$ cat src/rtl/mc_ctrl.sv
// Multi-cycle RV32 control sequencer: shared memory port, memory timeout trap, illegal-opcode trap.
// Optional MC_INSTRET_EN builds the retired-instruction counter; otherwise instret reads 0.
module mc_ctrl #(
    parameter int WIDTH       = 32,
    parameter int MEM_TIMEOUT = 15
) (
    input  logic             CLK,
    input  logic             rst_n,
    input  logic [31:0]      instr,
    input  logic             Zero,
    input  logic             mem_ready,
    output logic             mem_req,
    output logic             mem_we,
    output logic             adr_src,
    output logic             pc_write,
    output logic             ir_write,
    output logic             reg_write,
    output logic [1:0]       alu_src_a,
    output logic [1:0]       alu_src_b,
    output logic [1:0]       alu_op,
    output logic [1:0]       result_src,
    output logic [2:0]       imm_src,
    output logic [3:0]       state,
    output logic             trap,
    output logic [1:0]       trap_cause,
    output logic [WIDTH-1:0] instret
);

    typedef enum logic [3:0] {
        S_FETCH = 4'd0,  S_DECODE = 4'd1,  S_MEMADR = 4'd2, S_MEMREAD = 4'd3,
        S_MEMWB = 4'd4,  S_MEMWRITE = 4'd5, S_EXECR = 4'd6, S_EXECI = 4'd7,
        S_ALUWB = 4'd8,  S_BRANCH = 4'd9,  S_JAL = 4'd10,  S_JALR = 4'd11,
        S_JALRL = 4'd12, S_TRAP = 4'd15
    } state_e;

    localparam logic [6:0] OP_LOAD  = 7'b0000011;
    localparam logic [6:0] OP_STORE = 7'b0100011;
    localparam logic [6:0] OP_R     = 7'b0110011;
    localparam logic [6:0] OP_I     = 7'b0010011;
    localparam logic [6:0] OP_BR    = 7'b1100011;
    localparam logic [6:0] OP_JAL   = 7'b1101111;
    localparam logic [6:0] OP_JALR  = 7'b1100111;
    localparam logic [6:0] OP_LUI   = 7'b0110111;
    localparam logic [6:0] OP_AUIPC = 7'b0010111;
    localparam logic [7:0] TIMEOUT_C = 8'(MEM_TIMEOUT);

    state_e     state_q, state_d;
    logic [1:0] cause_q, cause_d;
    logic [7:0] wait_q, wait_d;
    logic       retire;
    logic       timeout;
    logic       br_ok;

    logic [6:0] opcode;
    logic [2:0] funct3;
    logic       unused_instr;
    assign opcode       = instr[6:0];
    assign funct3       = instr[14:12];
    assign unused_instr = ^{instr[31:15], instr[11:7]};

    assign timeout = (wait_q == TIMEOUT_C) && !mem_ready;
    assign br_ok   = (funct3 == 3'b000) || (funct3 == 3'b001);

    // NOTE: sequential state uses non-blocking assignments so every register samples pre-edge values.
    always_ff @(posedge CLK or negedge rst_n) begin
        if (!rst_n) begin
            state_q <= S_FETCH;
            cause_q <= 2'b00;
            wait_q  <= 8'd0;
        end else begin
            state_q <= state_d;
            cause_q <= cause_d;
            wait_q  <= wait_d;
        end
    end

    // NOTE: every combinational output gets a default first so no path can infer a latch.
    always_comb begin
        state_d = state_q;
        cause_d = cause_q;
        retire  = 1'b0;
        case (state_q)
            S_FETCH: begin
                if (mem_ready)    state_d = S_DECODE;
                else if (timeout) begin state_d = S_TRAP; cause_d = 2'b10; end
            end
            S_DECODE: begin
                case (opcode)
                    OP_LOAD, OP_STORE: state_d = S_MEMADR;
                    OP_R:              state_d = S_EXECR;
                    OP_I, OP_LUI:      state_d = S_EXECI;
                    OP_BR:             state_d = S_BRANCH;
                    OP_JAL:            state_d = S_JAL;
                    OP_JALR:           state_d = S_JALR;
                    OP_AUIPC:          state_d = S_ALUWB;
                    default:           begin state_d = S_TRAP; cause_d = 2'b01; end
                endcase
            end
            S_MEMADR:  state_d = (opcode == OP_LOAD) ? S_MEMREAD : S_MEMWRITE;
            S_MEMREAD: begin
                if (mem_ready)    state_d = S_MEMWB;
                else if (timeout) begin state_d = S_TRAP; cause_d = 2'b10; end
            end
            S_MEMWRITE: begin
                if (mem_ready)    begin state_d = S_FETCH; retire = 1'b1; end
                else if (timeout) begin state_d = S_TRAP; cause_d = 2'b10; end
            end
            S_MEMWB, S_ALUWB: begin state_d = S_FETCH; retire = 1'b1; end
            S_EXECR, S_EXECI, S_JAL, S_JALRL: state_d = S_ALUWB;
            S_JALR:    state_d = S_JALRL;
            S_BRANCH: begin
                if (br_ok) begin state_d = S_FETCH; retire = 1'b1; end
                else       begin state_d = S_TRAP; cause_d = 2'b01; end
            end
            S_TRAP:    state_d = S_TRAP;
            default:   state_d = S_TRAP;
        endcase
    end

    // The wait counter only runs while a memory access is stalled in place.
    always_comb begin
        wait_d = 8'd0;
        if ((state_d == state_q) && !mem_ready &&
            (state_q == S_FETCH || state_q == S_MEMREAD || state_q == S_MEMWRITE))
            wait_d = wait_q + 8'd1;
    end

    // Strobes are held low while reset is asserted so no write leaks out of reset.
    always_comb begin
        mem_req    = 1'b0;
        mem_we     = 1'b0;
        adr_src    = 1'b0;
        pc_write   = 1'b0;
        ir_write   = 1'b0;
        reg_write  = 1'b0;
        alu_src_a  = 2'b00;
        alu_src_b  = 2'b00;
        alu_op     = 2'b00;
        result_src = 2'b00;
        if (rst_n) begin
            case (state_q)
                S_FETCH: begin
                    mem_req    = 1'b1;
                    alu_src_b  = 2'b10;
                    result_src = 2'b10;
                    ir_write   = mem_ready;
                    pc_write   = mem_ready;
                end
                S_DECODE:   begin alu_src_a = 2'b01; alu_src_b = 2'b01; end
                S_MEMADR:   begin alu_src_a = 2'b10; alu_src_b = 2'b01; end
                S_MEMREAD:  begin mem_req = 1'b1; adr_src = 1'b1; end
                S_MEMWB:    begin reg_write = 1'b1; result_src = 2'b01; end
                S_MEMWRITE: begin mem_req = 1'b1; mem_we = 1'b1; adr_src = 1'b1; end
                S_EXECR:    begin alu_src_a = 2'b10; alu_op = 2'b10; end
                S_EXECI: begin
                    alu_src_a = (opcode == OP_LUI) ? 2'b11 : 2'b10;
                    alu_src_b = 2'b01;
                    alu_op    = (opcode == OP_LUI) ? 2'b00 : 2'b10;
                end
                S_ALUWB:    reg_write = 1'b1;
                S_BRANCH: begin
                    alu_src_a = 2'b10;
                    alu_op    = 2'b01;
                    pc_write  = Zero ^ funct3[0];
                end
                S_JAL:      begin alu_src_a = 2'b01; alu_src_b = 2'b10; pc_write = 1'b1; end
                S_JALR: begin
                    alu_src_a  = 2'b10;
                    alu_src_b  = 2'b01;
                    result_src = 2'b10;
                    pc_write   = 1'b1;
                end
                S_JALRL:    begin alu_src_a = 2'b01; alu_src_b = 2'b10; end
                default:    ;
            endcase
        end
    end

    // Immediate format: 000 I, 001 S, 010 B, 011 J, 100 U.
    always_comb begin
        case (opcode)
            OP_STORE:        imm_src = 3'b001;
            OP_BR:           imm_src = 3'b010;
            OP_JAL:          imm_src = 3'b011;
            OP_LUI, OP_AUIPC: imm_src = 3'b100;
            default:         imm_src = 3'b000;
        endcase
    end

    assign state      = state_q;
    assign trap       = (state_q == S_TRAP);
    assign trap_cause = cause_q;

`ifdef MC_INSTRET_EN
    logic [WIDTH-1:0] instret_q;
    always_ff @(posedge CLK or negedge rst_n) begin
        if (!rst_n)      instret_q <= '0;
        else if (retire) instret_q <= instret_q + 1'b1;
    end
    assign instret = instret_q;
`else
    logic unused_retire;
    assign unused_retire = retire;
    assign instret       = '0;
`endif

endmodule

$ cat config.mk
export PLATFORM = sky130hd
export DESIGN_NAME = mc_ctrl
export DESIGN_NICKNAME = d
export VERILOG_FILES = /design/src/rtl/mc_ctrl.sv
export SDC_FILE = /design/constraint.sdc
export NUM_CORES = 1
export LEC_CHECK = 0
export ABC_AREA = 1
export CORE_ASPECT_RATIO = 2
export CORE_UTILIZATION = 41
export CTS_CLUSTER_SIZE = 24
export DETAILED_ROUTE_END_ITERATION = 8
export GPL_TIMING_DRIVEN = 1
export PLACE_DENSITY = 0.95
export SETUP_SLACK_MARGIN = 0.5
export SLEW_MARGIN = 5
export SYNTH_ARGS = -nofsm -noshare
export SYNTH_HDL_FRONTEND = slang
export SYNTH_SLANG_ARGS = --single-unit
$ cat constraint.sdc
create_clock -name CLK -period 3.6 [get_ports CLK]
set_clock_uncertainty 0.05 [all_clocks]
set_input_delay 0.54 -clock CLK [delete_from_list [all_inputs] [get_ports CLK]]
set_output_delay 0.54 -clock CLK [all_outputs]
set_load 0.01 [all_outputs]
# --- After elaboration in Yosys (flattened, before gate mapping) ---
# Index checks and enable logic that the tools add are counted.
# W data, S select, Z words.
word_totals:
  input_bits: 36
  word_cells: 96
  reg_bits: 14
classes:
  addsub: 1
  muxes: 37
  reduce_logical: 25
  bitwise: 1
  n_eq_ne: 29
ops:
  columns: ["op", "count"]
  rows:
  - ["$pmux W4 S9", 1]
  - ["$pmux W4 S7", 1]
  - ["$eq A4 B4 Y1 const B", 6]
  - ["$eq A7 B6 Y1 const B", 3]
  - ["$eq A7 B7 Y1 const B", 3]
  - ["$mux W4", 5]
  - ["$mux W2", 9]
  - ["$pmux W2 S3", 3]
  - ["$eq A4 B3 Y1 const B", 4]
  - ["$eq A7 B5 Y1 const B", 2]
  - ["$reduce_or A2 Y1", 7]
  - ["$mux W1", 12]
  - ["$pmux W3 S4", 1]
  - ["$reduce_or A4 Y1", 3]
  - ["$reduce_or A3 Y1", 3]
  - ["$reduce_or A9 Y1", 1]
  - ["$add A8 B1 Y8 const B", 1]
  - ["$eq A4 B2 Y1 const B", 2]
  - ["$eq A8 B4 Y1 const B", 1]
  - ["$mux W8", 1]
  - ["$pmux W2 S2", 2]
  - ["$eq A7 B2 Y1 const B", 1]
  - ["$ne A2 B2 Y1 const B", 3]
  - ["$reduce_and A5 Y1", 1]
  - ["other kinds (13)", 17]

# --- Logic depth before layout (Yosys ltp) ---
# Gate-level depths: netlist of run 1.
depth:
  word_depth: 9
  mapped_depth: 12
  mapped_depth_nobuf: 11

# --- Worst setup path before layout of run 1 ---
# Ideal clock, no wire load.
synth_path:
  path_kind: "reg-to-output"
  startpoint: "reg state_q[3], in the netlist state[3]"
  endpoint: "out alu_src_a[0]"
  arrival_time_ns: 1.241
  slack_ns: 1.769
  path_stages_with_launch: 6
  t_required_ns: 3.010
  path_cell_list: "dfrtp_1 > nor2_2 > inv_1 > nor2_2 > inv_1 > a31oi_1"
synth_between:
  elab_chain_len: 4
  elab_cells_between_ends: 12
  classes_between: "eq/ne: 8; mux: 2; reduce/logical: 2"
synth_lines:
  columns: ["element", "line_no", "rtl"]
  rows:
  - ["from (decl)", "47", "state_e state_q, state_d;"]
  - ["from (signal assigned)", "71", "state_q <= state_d;"]
  - ["$eq A4 B4 Y1 (tied with other cells)", "141", "case (state_q)"]
  - ["$reduce_or A4 Y1 (no line) or $reduce_or A3 Y1 (tied branches)", null, null]
  - ["$pmux W2 S3 (*)", "141", null]
  - ["$mux W2 (*)", "140", "if (rst_n) begin"]
  - ["to (decl)", "18", "output logic [1:0] alu_src_a,"]
# Mark *: on every way between the ends. The rest lies on a longest branch, timed or not.

# --- Worst setup path after layout of run 1 ---
layout_path:
  startpoint: "in rst_n"
  endpoint: "out alu_op[0]"
layout_between:
  elab_chain_len: 1
layout_lines:
  columns: ["element", "line_no", "rtl"]
  rows:
  - ["from (decl)", "8", "input logic rst_n,"]
  - ["$mux W2", "140", null]
  - ["to (decl)", "20", "output logic [1:0] alu_op,"]
# Every way passes these cells.

==> results of run 1 <==
[sequential cells by signal, summed over array words and instances (netlist names)]
name        flops
trap_cause      2
wait_q          8
state           4
[synthesized netlist by cell type, types with 2 or more instances]
master / count
nand2_2: 5
inv_2: 5
buf_4: 32
nand3_1: 15
nor3_1: 2
nand3_4: 3
inv_1: 24
nand2_1: 34
nor2_1: 30
xor2_1: 6
a31oi_1: 3
a21oi_1: 9
o21ai_0: 4
nor2_2: 15
nand4_1: 6
dfrtp_1: 14
[logic make-up after synthesis]
| family | share of synthesized area |
|---|---|
| simple gates | 0.3711 |
| buf+inv | 0.2454 |
| flops | 0.2329 |
| compound gates | 0.09901 |
| fa+ha+maj | 0.008318 |
| other cells | 0.002493 |
| xor+xnor | 0.04077 |
[area by class of cell]
cell class              instances  area [sq um]
flip-flops and latches         14         350.3
clock buffers                   4         55.05
repair buffers                 38         377.9
inverters                      30         113.9
well taps                      48         60.06
fillers                       330          1589
multi-input cells             175         907.1
[report_power, final]
group | leakage (nW) | internal, mW | switching, mW
logic | 0.656 | 0.0174 | 0.0340
clock network | 0.0288 | 0.0966 | 0.0513
registers | 0.175 | 0.157 | 0
total | 0.860 | 0.271 | 0.0853
[path summary, 6_finish.rpt]
path | startpoint | endpoint | slack [ns] | depth (start not counted)
max reg2reg | state[1] | wait_q[1] | 1.77 | 10
min | wait_q[0] | wait_q[0] | 0.42 | 1
min reg2reg | wait_q[0] | wait_q[0] | 0.42 | 1
min in group asynchronous | rst_n | state[1] | 0.53 | 1
max in group asynchronous | rst_n | wait_q[1] | 2.51 | 2
max | rst_n | alu_op[0] | 0.73 | 4
[metal layers]
layer,up-vias,GRT usage,part of all wire
met2,81,0.3757,0.60
met1,679,0.1675,0.32
met4,0,0.09091,0.034
li1,733,-,-
met5,-,0,0
met3,14,0.02268,0.049
==> flow_summary.ini, run 1 <==
[outcome]
status = complete, no violations

[floorplanning]
fp-row-count = 30
die_area_sq_mm = 0.003929
io_pins = 92
fp.coreArea_sq_mm = 0.003453
start_util = 0.4355
fp.dieH_um = 87.65
die_width_um = 44.83

[global_routing]
grt_pass1_vias = 1399
grt_start_max_net_pins = 12
grt_first_pass_wirelength_mm = 5.540
antenna_found_initial = 0
grt_use_total = 0.1862
grt_remaining_overflow = 0

[worst_hold_path]
hp-class = register to register

[setup_path]
critical_path.max_stage_delay_ns = 0.68
arrival_ns = 2.28
cpMostUsedCell = clkdlybuf4s50_1
crit_required_ns = 3.01
worst-path-buf-inv = 3
crit_family = buffers and inverters
crit_type = input pin to output pin
cp_slowest_cell = clkdlybuf4s50_1
end_kind = output pin
crit_chain = clkdlybuf4s50_1 -> inv_1 -> nor3_1 -> clkdlybuf4s50_1
start_kind = input pin
critPathMaxFanout = 11

[detailed_routing]
drt_iter0_drc = 46
vias = 1507
ant_nets = 0
vias_per_cell = 4.877
drc_errors = 0
drt_wl_total_mm = 3.461
wire_per_inst_um = 11.20
dr.pass1.iters = 4

[layout]
layout.nets = 299
layout-drive-gt1-share = 0.1418
area_growth_pct = 23.96
final_common_cell = clkdlybuf4s50_1
insertedDiodeCount = 0
final_core_util = 0.5399
final_cells = 309
mostFrequentLayoutCells = clkdlybuf4s50_1, nand2_1, conb_1
final_area_sq_mm = 0.001864

[logic_synthesis]
yosys_register_bits = 14
synth_area_sq_mm = 0.001504
seq_area_frac_synth = 0.2329
postSynthCellCount = 222
yosysTopAreaCellShare = 0.2329
ys_warn_count = 0
async_flop_share = 1.000
synth-edff-count = 0
synth_top_cell_by_area = dfrtp_1
synth.avg_cell_area_sq_um = 6.775
synth_flop_cell = dfrtp_1
synthTopCellsByArea = dfrtp_1, buf_4, nand2_1
ys_types = 31

[sta]
hold_viol_final = 0
post-route-period-util = 0.7982
setup_ws_ns = 0.7266
period_needed_ns = 2.873
final-max-slew-violation-count = 0
setup_violations = 0
max_freq_mhz = 348.0
hold_ws_ns = 0.4178
rsz0062_at_grt = no
tns_ns = 0

[clock_tree]
cts-resized-gates = 0
path_clk_slew_ns = 0.05
cts_root_buf = clkbuf_8
hold_buffers = 0
htreeDepth = 1
clk_latency_ns = 0.24
cts_buffers = 3
post_cts_buffers = 0
cts_buffer_depth = 2
clock-sinks = 14
cts_tree = built

[place]
dp_slack_ns = 0.6741
placed_cell_area_sq_mm = 0.001803
hpwl_mm = 2.959
gp_congestion = 0.8823
portBuffers = 37
dp_cells = 305

[power_and_ir_drop]
p_total_uw = 356.8
p_per_area_mw_per_mm2 = 191.4
ir_drop_mv = 0.1566
cellLeakagePower_nw = 0.8600

[flow_run]
drv_cap = 0
Note: power is estimated with default switching activity, not from simulation.
==> inputs of run 2 (changes only) <==
--- a/config.mk
+++ b/config.mk
@@ -7,11 +7,11 @@
 export LEC_CHECK = 0
 export ABC_AREA = 1
 export CORE_ASPECT_RATIO = 2
-export CORE_UTILIZATION = 41
+export CORE_UTILIZATION = 38
 export CTS_CLUSTER_SIZE = 24
 export DETAILED_ROUTE_END_ITERATION = 8
 export GPL_TIMING_DRIVEN = 1
-export PLACE_DENSITY = 0.95
+export PLACE_DENSITY = 0.93
 export SETUP_SLACK_MARGIN = 0.5
 export SLEW_MARGIN = 5
 export SYNTH_ARGS = -nofsm -noshare
==> constraint.sdc (replaced) <==
create_clock -name CLK -period 2.83 [get_ports CLK]
set_clock_uncertainty 0.05 [all_clocks]
set_input_delay 0.4245 -clock CLK [delete_from_list [all_inputs] [get_ports CLK]]
set_output_delay 0.4245 -clock CLK [all_outputs]
set_load 0.01 [all_outputs]
==> flow_summary.ini, run 2 (synthesis results as in run 1) <==
[clock_tree]
hold_buffers = 0
htreeDepth = 1
clk_latency_ns = 0.25
cts_root_buf = clkbuf_8
cts_buffer_depth = 2
clock-sinks = 14
cts_buffers = 3
path_clk_slew_ns = 0.06
cts_tree = built

[layout]
insertedDiodeCount = 0
final_common_cell = conb_1
layout-drive-gt1-share = 0.2591
area_growth_pct = 36.94
largest_reg_flops = 8
final_core_util = 0.5414
regMostFlops = wait_q
layout.nets = 312
mostFrequentLayoutCells = conb_1, nand2_1, nor2_1

[setup_path]
cp_slowest_cell = clkdlybuf4s50_1
cpMostUsedCell = buf_4
worst-path-buf-inv = 5
arrival_ns = 1.88
crit_type = input pin to output pin
crit_family = buffers and inverters
end_kind = output pin
start_kind = input pin
critical_path.max_stage_delay_ns = 0.47
crit_required_ns = 2.36
crit_chain = clkdlybuf4s50_1 -> inv_2 -> buf_4 -> nor4_4 -> buf_4 -> a41o_1 -> dlygate4sd2_1
critPathMaxFanout = 3

[global_routing]
grt_remaining_overflow = 0
grt_start_max_net_pins = 12
grt_first_pass_wirelength_mm = 6.375
grt_pass1_vias = 1487
antenna_found_initial = 0
grt_use_total = 0.2006

[sta]
rsz0062_at_grt = yes
max_freq_mhz = 425.2
final-max-slew-violation-count = 0
setup_ws_ns = 0.4782
period_needed_ns = 2.352
hold_ws_ns = 0.1543
setup_violations = 0
hold_viol_final = 0
post-route-period-util = 0.8310
tns_ns = 0

[floorplanning]
fp.dieH_um = 90.97
die_area_sq_mm = 0.004229
die_width_um = 46.49
io_pins = 92
fp.coreArea_sq_mm = 0.003804
start_util = 0.3954
fp-row-count = 32

[detailed_routing]
vias = 1595
ant_nets = 0
dr.pass1.iters = 5
drc_errors = 0
vias_per_cell = 4.908
drt_iter0_drc = 60
drt_wl_total_mm = 4.069
wire_per_inst_um = 12.52

[power_and_ir_drop]
cellLeakagePower_nw = 1.081
ir_drop_mv = 0.1433
p_total_uw = 473.2
p_per_area_mw_per_mm2 = 229.8

[place]
hpwl_mm = 2.911
dp_slack_ns = 0.09507
portBuffers = 37
gp_congestion = 0.9422

[flow_run]
drv_cap = 0

[outcome]
status = complete, no violations

[worst_hold_path]
hp-class = input pin to asynchronous set/reset pin
[run 2: changes by cell type in the layout (fill, tap and decap cells not counted), sizes merged]
cell,previous run,this run
clkdlybuf4s50,37,20
buf,1,14
dlygate4sd2,0,7
dlymetal6s2s,0,7
clkbuf,4,6
clkdlybuf4s15,0,1
[run 2: area by class of cell]
| class | instances | area [sq um] |
|---|---|---|
| Fill cell | 355 | 1744 |
| Multi-Input combinational cell | 175 | 997.2 |
| Timing Repair Buffer | 51 | 474.2 |
| Sequential cell | 14 | 355.3 |
| Inverter | 30 | 113.9 |
| Tap cell | 51 | 63.81 |
| Clock buffer | 4 | 55.05 |
[run 2: timing repair]
action / CTS / global route
buffers inserted: 7 / 4
endpoints found under the setup margin: 17 / 12
resized for setup: 28 / 22
hold endpoints to repair: 0 / 0
pin swaps: 3 / 4
[run 2: worst register-to-register path: stages (launching register included)]
cell and delay, ns:
dfrtp_2 0.47, inv_2 0.05, nand2_1 0.24, nor2_4 0.07, buf_4 0.15, o21ai_4 0.08, nand3_4 0.08, nor2_2 0.13
nand2_1 0.09, nand2_2 0.08, nand3_4 0.14, nor2_2 0.12
[run 2: path summary, 6_finish.rpt]
| path | startpoint | slack, ns | to | depth (start not counted) |
|---|---|---|---|---|
| hold / removal | rst_n | 0.15 | state[0] | 2 |
| setup / recovery | instr[3] | 0.48 | imm_src[0] | 7 |
| min in group CLK | wait_q[0] | 0.42 | wait_q[0] | 1 |
| hold reg to reg | wait_q[0] | 0.42 | wait_q[0] | 1 |
| setup reg to reg | state[1] | 1.00 | wait_q[4] | 11 |
| max in group asynchronous | rst_n | 2.46 | wait_q[1] | 2 |
[run 2: per-stage QoR]
step / area, sq um / instances
2_1_floorplan: 1620 / 253
3_3_place_gp: 1822 / 310
3_5_place_dp: 1822 / 310
4_1_cts: 1976 / 321
5_1_grt: 2059 / 325
6_report: 2059 / 325
[run 2: report_power, final]
part / internal (mW) / switching, mW
clock: 0.123 / 0.0726
sequential: 0.200 / 0
combinational: 0.0262 / 0.0507
[run 2: metal layers]
layer	GRT usage	up-vias	routed length (um)	share of wire
li1	-	757	-	-
met1	0.1983	738	1375	0.34
met2	0.3715	86	2390	0.59
met3	0.01392	14	179	0.044
met4	0.1054	0	124	0.030
met5	0	-	0	0
==> inputs of run 3 (changes only) <==
--- a/config.mk
+++ b/config.mk
@@ -7,11 +7,11 @@
 export LEC_CHECK = 0
 export ABC_AREA = 1
 export CORE_ASPECT_RATIO = 2
-export CORE_UTILIZATION = 38
+export CORE_UTILIZATION = 34
 export CTS_CLUSTER_SIZE = 24
 export DETAILED_ROUTE_END_ITERATION = 8
 export GPL_TIMING_DRIVEN = 1
-export PLACE_DENSITY = 0.93
+export PLACE_DENSITY = 0.89
 export SETUP_SLACK_MARGIN = 0.5
 export SLEW_MARGIN = 5
 export SYNTH_ARGS = -nofsm -noshare
==> constraint.sdc (replaced) <==
create_clock -name CLK -period 2.1 [get_ports CLK]
set_clock_uncertainty 0.05 [all_clocks]
set_input_delay 0.315 -clock CLK [delete_from_list [all_inputs] [get_ports CLK]]
set_output_delay 0.315 -clock CLK [all_outputs]
set_load 0.01 [all_outputs]
==> flow_summary.ini, run 3 (synthesis results as in run 1) <==
[detailed_routing]
wire_per_inst_um = 15.00
vias = 1860
drt_wl_total_mm = 5.475
drc_errors = 0
dr.pass1.iters = 4
vias_per_cell = 5.096
drt_iter0_drc = 68
ant_nets = 0

[power_and_ir_drop]
ir_drop_mv = 0.2327
switching_power_uw = 158.8
p_clk_frac = 0.355
p_per_area_mw_per_mm2 = 238.3
seqPwrFrac = 0.452
p_int_uw = 438.5
swShare = 0.2658
comb_power_share = 0.193
cellLeakagePower_nw = 1.186

[floorplanning]
io_pins = 92
fp.coreArea_sq_mm = 0.004170
fp.dieH_um = 96.06
die_area_sq_mm = 0.004710
start_util = 0.3606
die_width_um = 49.03
fp-row-count = 33

[setup_path]
arrival_ns = 1.55
critPathMaxFanout = 5
start_kind = register
crit_type = register to output pin
crit_required_ns = 1.74
end_kind = output pin

[layout]
layout-drive-gt1-share = 0.5304
regMostFlops = wait_q
insertedDiodeCount = 0
layout.nets = 352
final_common_cell = buf_4
largest_reg_flops = 8
mostFrequentLayoutCells = buf_4, conb_1, nand2_1
final_area_sq_mm = 0.002506
final_cells = 365
area_growth_pct = 66.64
final_core_util = 0.6010

[global_routing]
grt_use_met2 = 0.4398
grt_first_pass_wirelength_mm = 7.838
antenna_found_initial = 0
grt_use_met3 = 0.01896
grt_start_max_net_pins = 12
use_met1 = 0.1931
grt_use_total = 0.2182
busiest_layer = met2
grt_pass1_vias = 1800
grt_remaining_overflow = 0

[sta]
setup_violations = 0
period_needed_ns = 1.914
post-route-period-util = 0.9115
rsz0062_at_grt = yes
max_freq_mhz = 522.4
hold_viol_final = 0
final-max-slew-violation-count = 0

[clock_tree]
htreeDepth = 1
path_clk_slew_ns = 0.05
clk_latency_ns = 0.24
cts_buffer_depth = 2
clock-sinks = 14
cts_buffers = 3
cts_tree = built
cts_root_buf = clkbuf_8

[place]
gp_congestion = 0.8923
portBuffers = 37
dp_cells = 338
hpwl_mm = 3.182
placed_cell_area_sq_mm = 0.002028

[outcome]
status = complete, no violations

[flow_run]
drv_cap = 0

[worst_hold_path]
hp-class = input pin to asynchronous set/reset pin
## run 3: critical path: stages (launching register included)
cell     delay, ns
dfrtp_2       0.47
buf_6         0.15
nand2_4       0.14
nor2_4        0.07
a31oi_1       0.20
a21oi_1       0.12
buf_2         0.16
## run 3: metal layers
metal | part of all wire | wire length (um) | vias up
met4 | 0.055 | 303 | 0
met1 | 0.32 | 1775 | 886
met5 | 0 | 0 | -
li1 | - | - | 837
met2 | 0.57 | 3135 | 109
met3 | 0.047 | 260 | 28
## run 3: layout make-up
cell class | instances | area (sq um)
fill | 351 | 1664
multi-input combinational | 175 | 1169
timing repair buffer | 91 | 747.0
sequential | 14 | 354.1
inverter | 30 | 130.1
tap | 52 | 65.06
clock buffer | 3 | 41.29
## run 3: path summary, 6_finish.rpt
path                                from             to  slack (ns)  cells past startpoint
min                                rst_n  trap_cause[1]        0.18                      2
min reg2reg                trap_cause[1]  trap_cause[1]        0.43                      2
max reg2reg                     state[0]      wait_q[2]        0.24                     12
min in group CLK           trap_cause[1]  trap_cause[1]        0.43                      2
max in group asynchronous          rst_n       state[3]        1.56                      3
max                             state[3]   alu_src_a[1]        0.19                      6
## run 3: stage by stage
step                      hold WS (ns)  setup WS (ns)  setup TNS, ns  total power [mW]
after global placement          0.4034        -0.2324         -2.251            0.3748
after CTS                       0.1859         0.2492              0            0.5920
after global routing            0.2042         0.1332              0            0.6224
final                           0.1834         0.1859              0            0.5972
after floorplan               -0.03059         0.4944              0            0.3654
after detailed placement        0.4131        -0.2560         -2.687            0.3768
## run 3: power groups by stage
stage | Combinational [mW] | Sequential [mW] | Clock [mW]
after floorplan | 0.0906 | 0.275 | 0
after global placement | 0.100 | 0.275 | 0
after detailed placement | 0.102 | 0.275 | 0
after CTS | 0.108 | 0.270 | 0.214
after global routing | 0.126 | 0.270 | 0.227
final | 0.115 | 0.270 | 0.212
## run 3: what timing repair did
item	4_1_cts	5_1_grt
endpoints found under the setup margin	35	31
hold buffers	0	0
pin swaps	29	15
gates resized for setup	157	38
endpoints found under the hold margin	0	0
buffers inserted	19	5
